$ cat src/rtl/sr_pulse_scheduler_pkg.sv
// Shared types and constants for the SR latch pulse scheduler.
package sr_sched_pkg;

    localparam int   CNT_W  = 4;
    localparam logic OP_SET = 1'b1;
    localparam logic OP_RST = 1'b0;

    typedef enum logic [1:0] {
        ST_IDLE  = 2'd0,
        ST_PULSE = 2'd1,
        ST_GAP   = 2'd2
    } state_t;

    function automatic logic [1:0] owner_mask(input logic id);
        return id ? 2'b10 : 2'b01;
    endfunction

endpackage

$ cat src/rtl/sr_pulse_scheduler_if.sv
// Requester / latch-side signal bundle for the SR pulse scheduler.
interface sr_pulse_scheduler_if;
    logic [1:0] req;
    logic [1:0] op;
    logic       q_fb;
    logic [1:0] gnt;
    logic [1:0] done;
    logic       err;
    logic       s;
    logic       r;
    logic       busy;

    modport master (
        output req, op, q_fb,
        input  gnt, done, err, s, r, busy
    );

    modport slave (
        input  req, op, q_fb,
        output gnt, done, err, s, r, busy
    );
endinterface

$ cat src/rtl/sr_pulse_scheduler_rr_arb2.sv
// Two-way round-robin pick: a lone request wins, a tie goes to the one not served last.
module rr_arb2 (
    input  logic [1:0] i_req,
    input  logic       i_last,
    output logic       o_valid,
    output logic       o_id
);
    always_comb begin
        o_valid = |i_req;
        o_id    = 1'b0;
        case (i_req)
            2'b01:   o_id = 1'b0;
            2'b10:   o_id = 1'b1;
            2'b11:   o_id = ~i_last;
            default: o_id = 1'b0;
        endcase
    end
endmodule

$ cat src/rtl/sr_pulse_scheduler.sv
// Drives set/reset pulses onto an SR latch for two requesters, then checks q feedback.
module sr_pulse_scheduler
    import sr_sched_pkg::*;
#(
    parameter int PULSE_CYC = 3,
    parameter int GAP_CYC   = 2
) (
    input logic                 clk,
    input logic                 rst_n,
    sr_pulse_scheduler_if.slave bus
);
    // state | meaning
    // IDLE  | waiting for a request
    // PULSE | s or r driven for PULSE_CYC cycles
    // GAP   | s=r=0 for GAP_CYC cycles, done in the last one
    localparam logic [CNT_W-1:0] PULSE_LD = CNT_W'(PULSE_CYC - 1);
    localparam logic [CNT_W-1:0] GAP_LD   = CNT_W'(GAP_CYC - 1);

    state_t           r_state;
    logic [CNT_W-1:0] r_cnt;
    logic             r_owner;
    logic             r_op;
    logic             r_last;
    logic             r_s;
    logic             r_r;
    logic             r_busy;
    logic [1:0]       r_gnt;
    logic [1:0]       r_done;
    logic             w_valid;
    logic             w_id;

    rr_arb2 u_arb (
        .i_req   (bus.req),
        .i_last  (r_last),
        .o_valid (w_valid),
        .o_id    (w_id)
    );

    always_ff @(posedge clk) begin
        if (!rst_n) begin
            r_state <= ST_IDLE;
            r_cnt   <= '0;
            r_owner <= 1'b0;
            r_op    <= OP_RST;
            r_last  <= 1'b1;
            r_s     <= 1'b0;
            r_r     <= 1'b0;
            r_busy  <= 1'b0;
            r_gnt   <= 2'b00;
            r_done  <= 2'b00;
        end else begin
            r_gnt  <= 2'b00;
            r_done <= 2'b00;
            case (r_state)
                ST_IDLE: begin
                    if (w_valid) begin
                        r_state <= ST_PULSE;
                        r_cnt   <= PULSE_LD;
                        r_owner <= w_id;
                        r_op    <= bus.op[w_id];
                        r_last  <= w_id;
                        r_gnt   <= owner_mask(w_id);
                        r_s     <= bus.op[w_id];
                        r_r     <= ~bus.op[w_id];
                        r_busy  <= 1'b1;
                    end
                end
                ST_PULSE: begin
                    if (r_cnt == '0) begin
                        r_state <= ST_GAP;
                        r_cnt   <= GAP_LD;
                        r_s     <= 1'b0;
                        r_r     <= 1'b0;
                        // single-cycle gap: that cycle is also the final one
                        if (GAP_LD == '0) r_done <= owner_mask(r_owner);
                    end else begin
                        r_cnt <= r_cnt - CNT_W'(1);
                    end
                end
                ST_GAP: begin
                    if (r_cnt == '0) begin
                        r_state <= ST_IDLE;
                        r_cnt   <= '0;
                        r_busy  <= 1'b0;
                    end else begin
                        r_cnt <= r_cnt - CNT_W'(1);
                        if (r_cnt == CNT_W'(1)) r_done <= owner_mask(r_owner);
                    end
                end
                default: begin
                    r_state <= ST_IDLE;
                    r_cnt   <= '0;
                    r_s     <= 1'b0;
                    r_r     <= 1'b0;
                    r_busy  <= 1'b0;
                end
            endcase
        end
    end

    assign bus.gnt  = r_gnt;
    assign bus.done = r_done;
    assign bus.s    = r_s;
    assign bus.r    = r_r;
    assign bus.busy = r_busy;
    // q_fb is judged in the done cycle itself, so err is gated live rather than registered
    assign bus.err  = (|r_done) & (bus.q_fb != r_op);

endmodule
$ cat src/flat_wrapper.sv
// flat-port wrapper written by rule: the top's interface ports become plain ports
module sr_pulse_scheduler_flat import sr_sched_pkg::*;
#(
    parameter int PULSE_CYC = 3,
    parameter int GAP_CYC   = 2
)
  (clk, rst_n, bus_req, bus_op, bus_q_fb, bus_gnt, bus_done, bus_err, bus_s, bus_r, bus_busy);
  sr_pulse_scheduler_if bus_i ();
  input logic clk;
  input logic rst_n;
  input wire logic [$bits(bus_i.req)-1:0] bus_req;
  input wire logic [$bits(bus_i.op)-1:0] bus_op;
  input wire logic [$bits(bus_i.q_fb)-1:0] bus_q_fb;
  output wire logic [$bits(bus_i.gnt)-1:0] bus_gnt;
  output wire logic [$bits(bus_i.done)-1:0] bus_done;
  output wire logic [$bits(bus_i.err)-1:0] bus_err;
  output wire logic [$bits(bus_i.s)-1:0] bus_s;
  output wire logic [$bits(bus_i.r)-1:0] bus_r;
  output wire logic [$bits(bus_i.busy)-1:0] bus_busy;
  assign bus_i.req = bus_req;
  assign bus_i.op = bus_op;
  assign bus_i.q_fb = bus_q_fb;
  assign bus_gnt = bus_i.gnt;
  assign bus_done = bus_i.done;
  assign bus_err = bus_i.err;
  assign bus_s = bus_i.s;
  assign bus_r = bus_i.r;
  assign bus_busy = bus_i.busy;
  sr_pulse_scheduler #(.PULSE_CYC(PULSE_CYC), .GAP_CYC(GAP_CYC)) u_core (.clk(clk), .rst_n(rst_n), .bus(bus_i));
endmodule
$ cat config.mk
export PLATFORM = sky130hd
export DESIGN_NAME = sr_pulse_scheduler_flat
export DESIGN_NICKNAME = d
export VERILOG_FILES = /design/src/rtl/sr_pulse_scheduler_pkg.sv /design/src/rtl/sr_pulse_scheduler_if.sv /design/src/rtl/sr_pulse_scheduler_rr_arb2.sv /design/src/rtl/sr_pulse_scheduler.sv /design/src/flat_wrapper.sv
export SDC_FILE = /design/constraint.sdc
export NUM_CORES = 1
export LEC_CHECK = 0
export ABC_CLOCK_PERIOD_IN_PS = 2500
export BUFFER_PORTS_ARGS = -buffer_cell sky130_fd_sc_hd__buf_2
export CORE_MARGIN = 2
export CORE_UTILIZATION = 55
export CTS_BUF_LIST = sky130_fd_sc_hd__clkbuf_4 sky130_fd_sc_hd__clkbuf_8 sky130_fd_sc_hd__clkbuf_16
export CTS_CLUSTER_DIAMETER = 120
export DETAILED_ROUTE_END_ITERATION = 10
export PLACE_DENSITY = 0.8
export SYNTH_ARGS = -nofsm -noshare
export SYNTH_HDL_FRONTEND = slang
export SYNTH_SLANG_ARGS = --single-unit
$ cat constraint.sdc
create_clock -name clk -period 2.5 [get_ports clk]
set_input_delay 0 -clock clk [delete_from_list [all_inputs] [get_ports clk]]
set_output_delay 0 -clock clk [all_outputs]
set_load 0.02 [all_outputs]
==> out/metrics.yaml <==
hp-class: "input port to flip-flop"
synth_area_leader_cell: "dfxtp_1"
post_cts_resized: 0
firstDrtPassIters: 4
status: "finished, final reports clean"
num_rows: 13
finalCriticalPeriod_ns: 1.60
path_max_fanout: 7
synth_edf_count: 0
grt_pass1_wl_um: 2680
criticalPathCategory: "flip-flop to flip-flop"
synth.most_common_cell: "dfxtp_1"
post-cts-setup-buffer-count: 0
dp.cells: 110
area_growth_pct: 12.1
worst_skew_pair.late_latency_ns: 0.29
drtAntennaViolNets: 0
grt_pass1_vias: 601
synth_top_area_share_pct: 41.7
routed_via_density: 6.07
start_kind: "flip-flop"
cts_tree: "built"
synth_area_leaders: "dfxtp_1, nand3b_1, nor2_1"
ys_types: 40
ctsHoldBuffers: 0
routabilityCongestion: 0.859
overflow: 0
htreeDepth: 1
netlist_area_um2: 768
p_per_area_nw_per_um2: 953
ys_async_sr_fraction_pct: 0
final_nets: 109
die_h_um: 41.4
final_layout_size_suffix_gt1_share_pct: 20.4
worst_ep_arrival_time_ns: 1.79
drt_iter0_markers: 44
wirelength_um: 1670
rrSetupSlack_ns: 0.90
hpwl_um: 1170
clk_pin_slew_ns: 0.09
clock_sinks: 16
ios: 15
slew-limit-headroom_pct: 68.8
cp-end-kind: "flip-flop"
wl_per_cell_um: 14.8
holdPathEnd: "u_core.bus.gnt[0]"
synth-main-ff-cell: "dfxtp_1"
rsz0062_at_grt: "false"
clockBufferDepth: 2
grt_start_max_net_pins: 15
total_leakage_power_nw: 0.350
synth-seq-area-share_pct: 41.7
cts_root_buf: "clkbuf_4"
fin_crit_sh_pct: 64.2
antenna_found_initial: 0
hold_path_depth: 2
final_cells: 113
syn_nets: 94
required_ns: 2.69
fin_skew_ns: 0.00190
route.met2.wl_um: 766
antenna_cells: 0
grt.total_usage_pct: 24.9
dr_wl_met3_um: 117
reg2reg_depth: 5
io_buffers: 14
vias: 686
hold_viol: 0
rr_endpoint: "u_core.bus.done[1]"
wl_met1_um: 753
post-route-drc-count: 0
finalPower_uw: 821
dieArea_um2: 1710
max_freq_ghz: 0.623
routed.top_layer: "met4"
ys_ff_latch: 16
setup_viol: 0
fin_hold_ws_ns: 0.0319
synthCells: 85
ir_drop_v: 0.000457
cts_buffers: 3
min-delay-start: "bus_req[0]"
avgSynthCellArea_um2: 9.04
slew_violations: 0
yosysWarnings: 0
reg2reg_from: "u_core.r_cnt[0]"
coreArea_um2: 1300
worst_slew_pin_slew_ns: 0.466
start_util_pct: 59.0
synth_commonest_cells: "dfxtp_1, nor2_1, a21oi_1, a31oi_1, nand3b_1"
die_w_um: 41.4
finalSetupTns_ns: 0
max_cap_violations: 0
[logic make-up after synthesis]
family / after synthesis / synth area share, %
AO/OA/AOI/OAI: 21 / 18.9
XOR/XNOR: 2 / 2.28
adder cells (fa/ha/maj): 2 / 3.26
buffers and inverters: 7 / 3.91
flip-flops: 16 / 41.7
multiplexers: 2 / 2.77
AND/OR/NAND/NOR: 35 / 27.2
[layout by cell type (no fill, tap or decap), types with 2 or more instances in the layout]
cell type and count:
buf_2 14, nand2_1 3, o22ai_1 2, inv_1 3
nor3_1 2, nand3_1 2, ha_1 2, a31oi_1 4
or2_1 2, clkbuf_4 3, nor2_1 7, or4_1 2
nor3b_1 2, a41oi_1 2, dfxtp_1 16, a211oi_1 2
nand3b_1 4, a21oi_1 4, nand2b_1 2
[power by group]
part	internal, mW	switching [mW]	total, mW
registers	0.310	0.0737	0.384
clock network	0.0560	0.0801	0.136
logic	0.137	0.164	0.301
total	0.503	0.318	0.821
[flip-flops by register name, summed over array words and instances (netlist names)]
name,count
u_core.r_cnt,4
u_core.bus.r,1
u_core.r_last,1
u_core.bus.done,2
u_core.bus.s,1
u_core.r_op,1
u_core.bus.busy,1
u_core.r_state,2
u_core.r_owner,1
u_core.bus.gnt,2
[cell type report]
| class | count | area [um^2] |
|---|---|---|
| Fill cell | 122 | 440 |
| Clock buffer | 3 | 22.5 |
| Sequential cell | 16 | 320 |
| Tap cell | 15 | 18.8 |
| Timing Repair Buffer | 14 | 70.1 |
| Multi-Input combinational cell | 62 | 418 |
| Inverter | 3 | 11.3 |
[routing by layer]
metal / up-vias / GRT usage [%]
li1: 347 / -
met1: 304 / 32.8
met2: 30 / 36.7
met3: 5 / 6.38
met4: 0 / 13.7
met5: - / 0
[worst max path at each step]
| stage | to | from |
|---|---|---|
| after floorplan | u_core.r_cnt[0] | u_core.r_cnt[0] |
| after global placement | u_core.r_cnt[0] | u_core.r_cnt[0] |
| after detailed placement | u_core.bus.done[1] | u_core.r_cnt[0] |
| after CTS | u_core.bus.done[1] | u_core.r_cnt[0] |
| after global routing | u_core.bus.done[1] | u_core.r_cnt[0] |
| final | u_core.bus.done[1] | u_core.r_cnt[0] |
[per-stage QoR]
stage / instance area [um^2] / util, % / setup WS, ns
after global placement: 838 / 64.4 / 1.00
after CTS: 861 / 66.2 / 0.919
after floorplan: 768 / - / 1.05
final: 861 / 66.2 / 0.895
after detailed placement: 838 / 64.4 / 0.959
after global routing: 861 / 66.2 / 0.687
[worst max-delay path: stages, from the launching register on]
cell      delay, ns
dfxtp_1        0.43
inv_1          0.08
ha_1           0.22
or3b_1         0.29
nand3b_1       0.17
nor4b_1        0.32
Note: power is estimated with default switching activity, not from simulation.
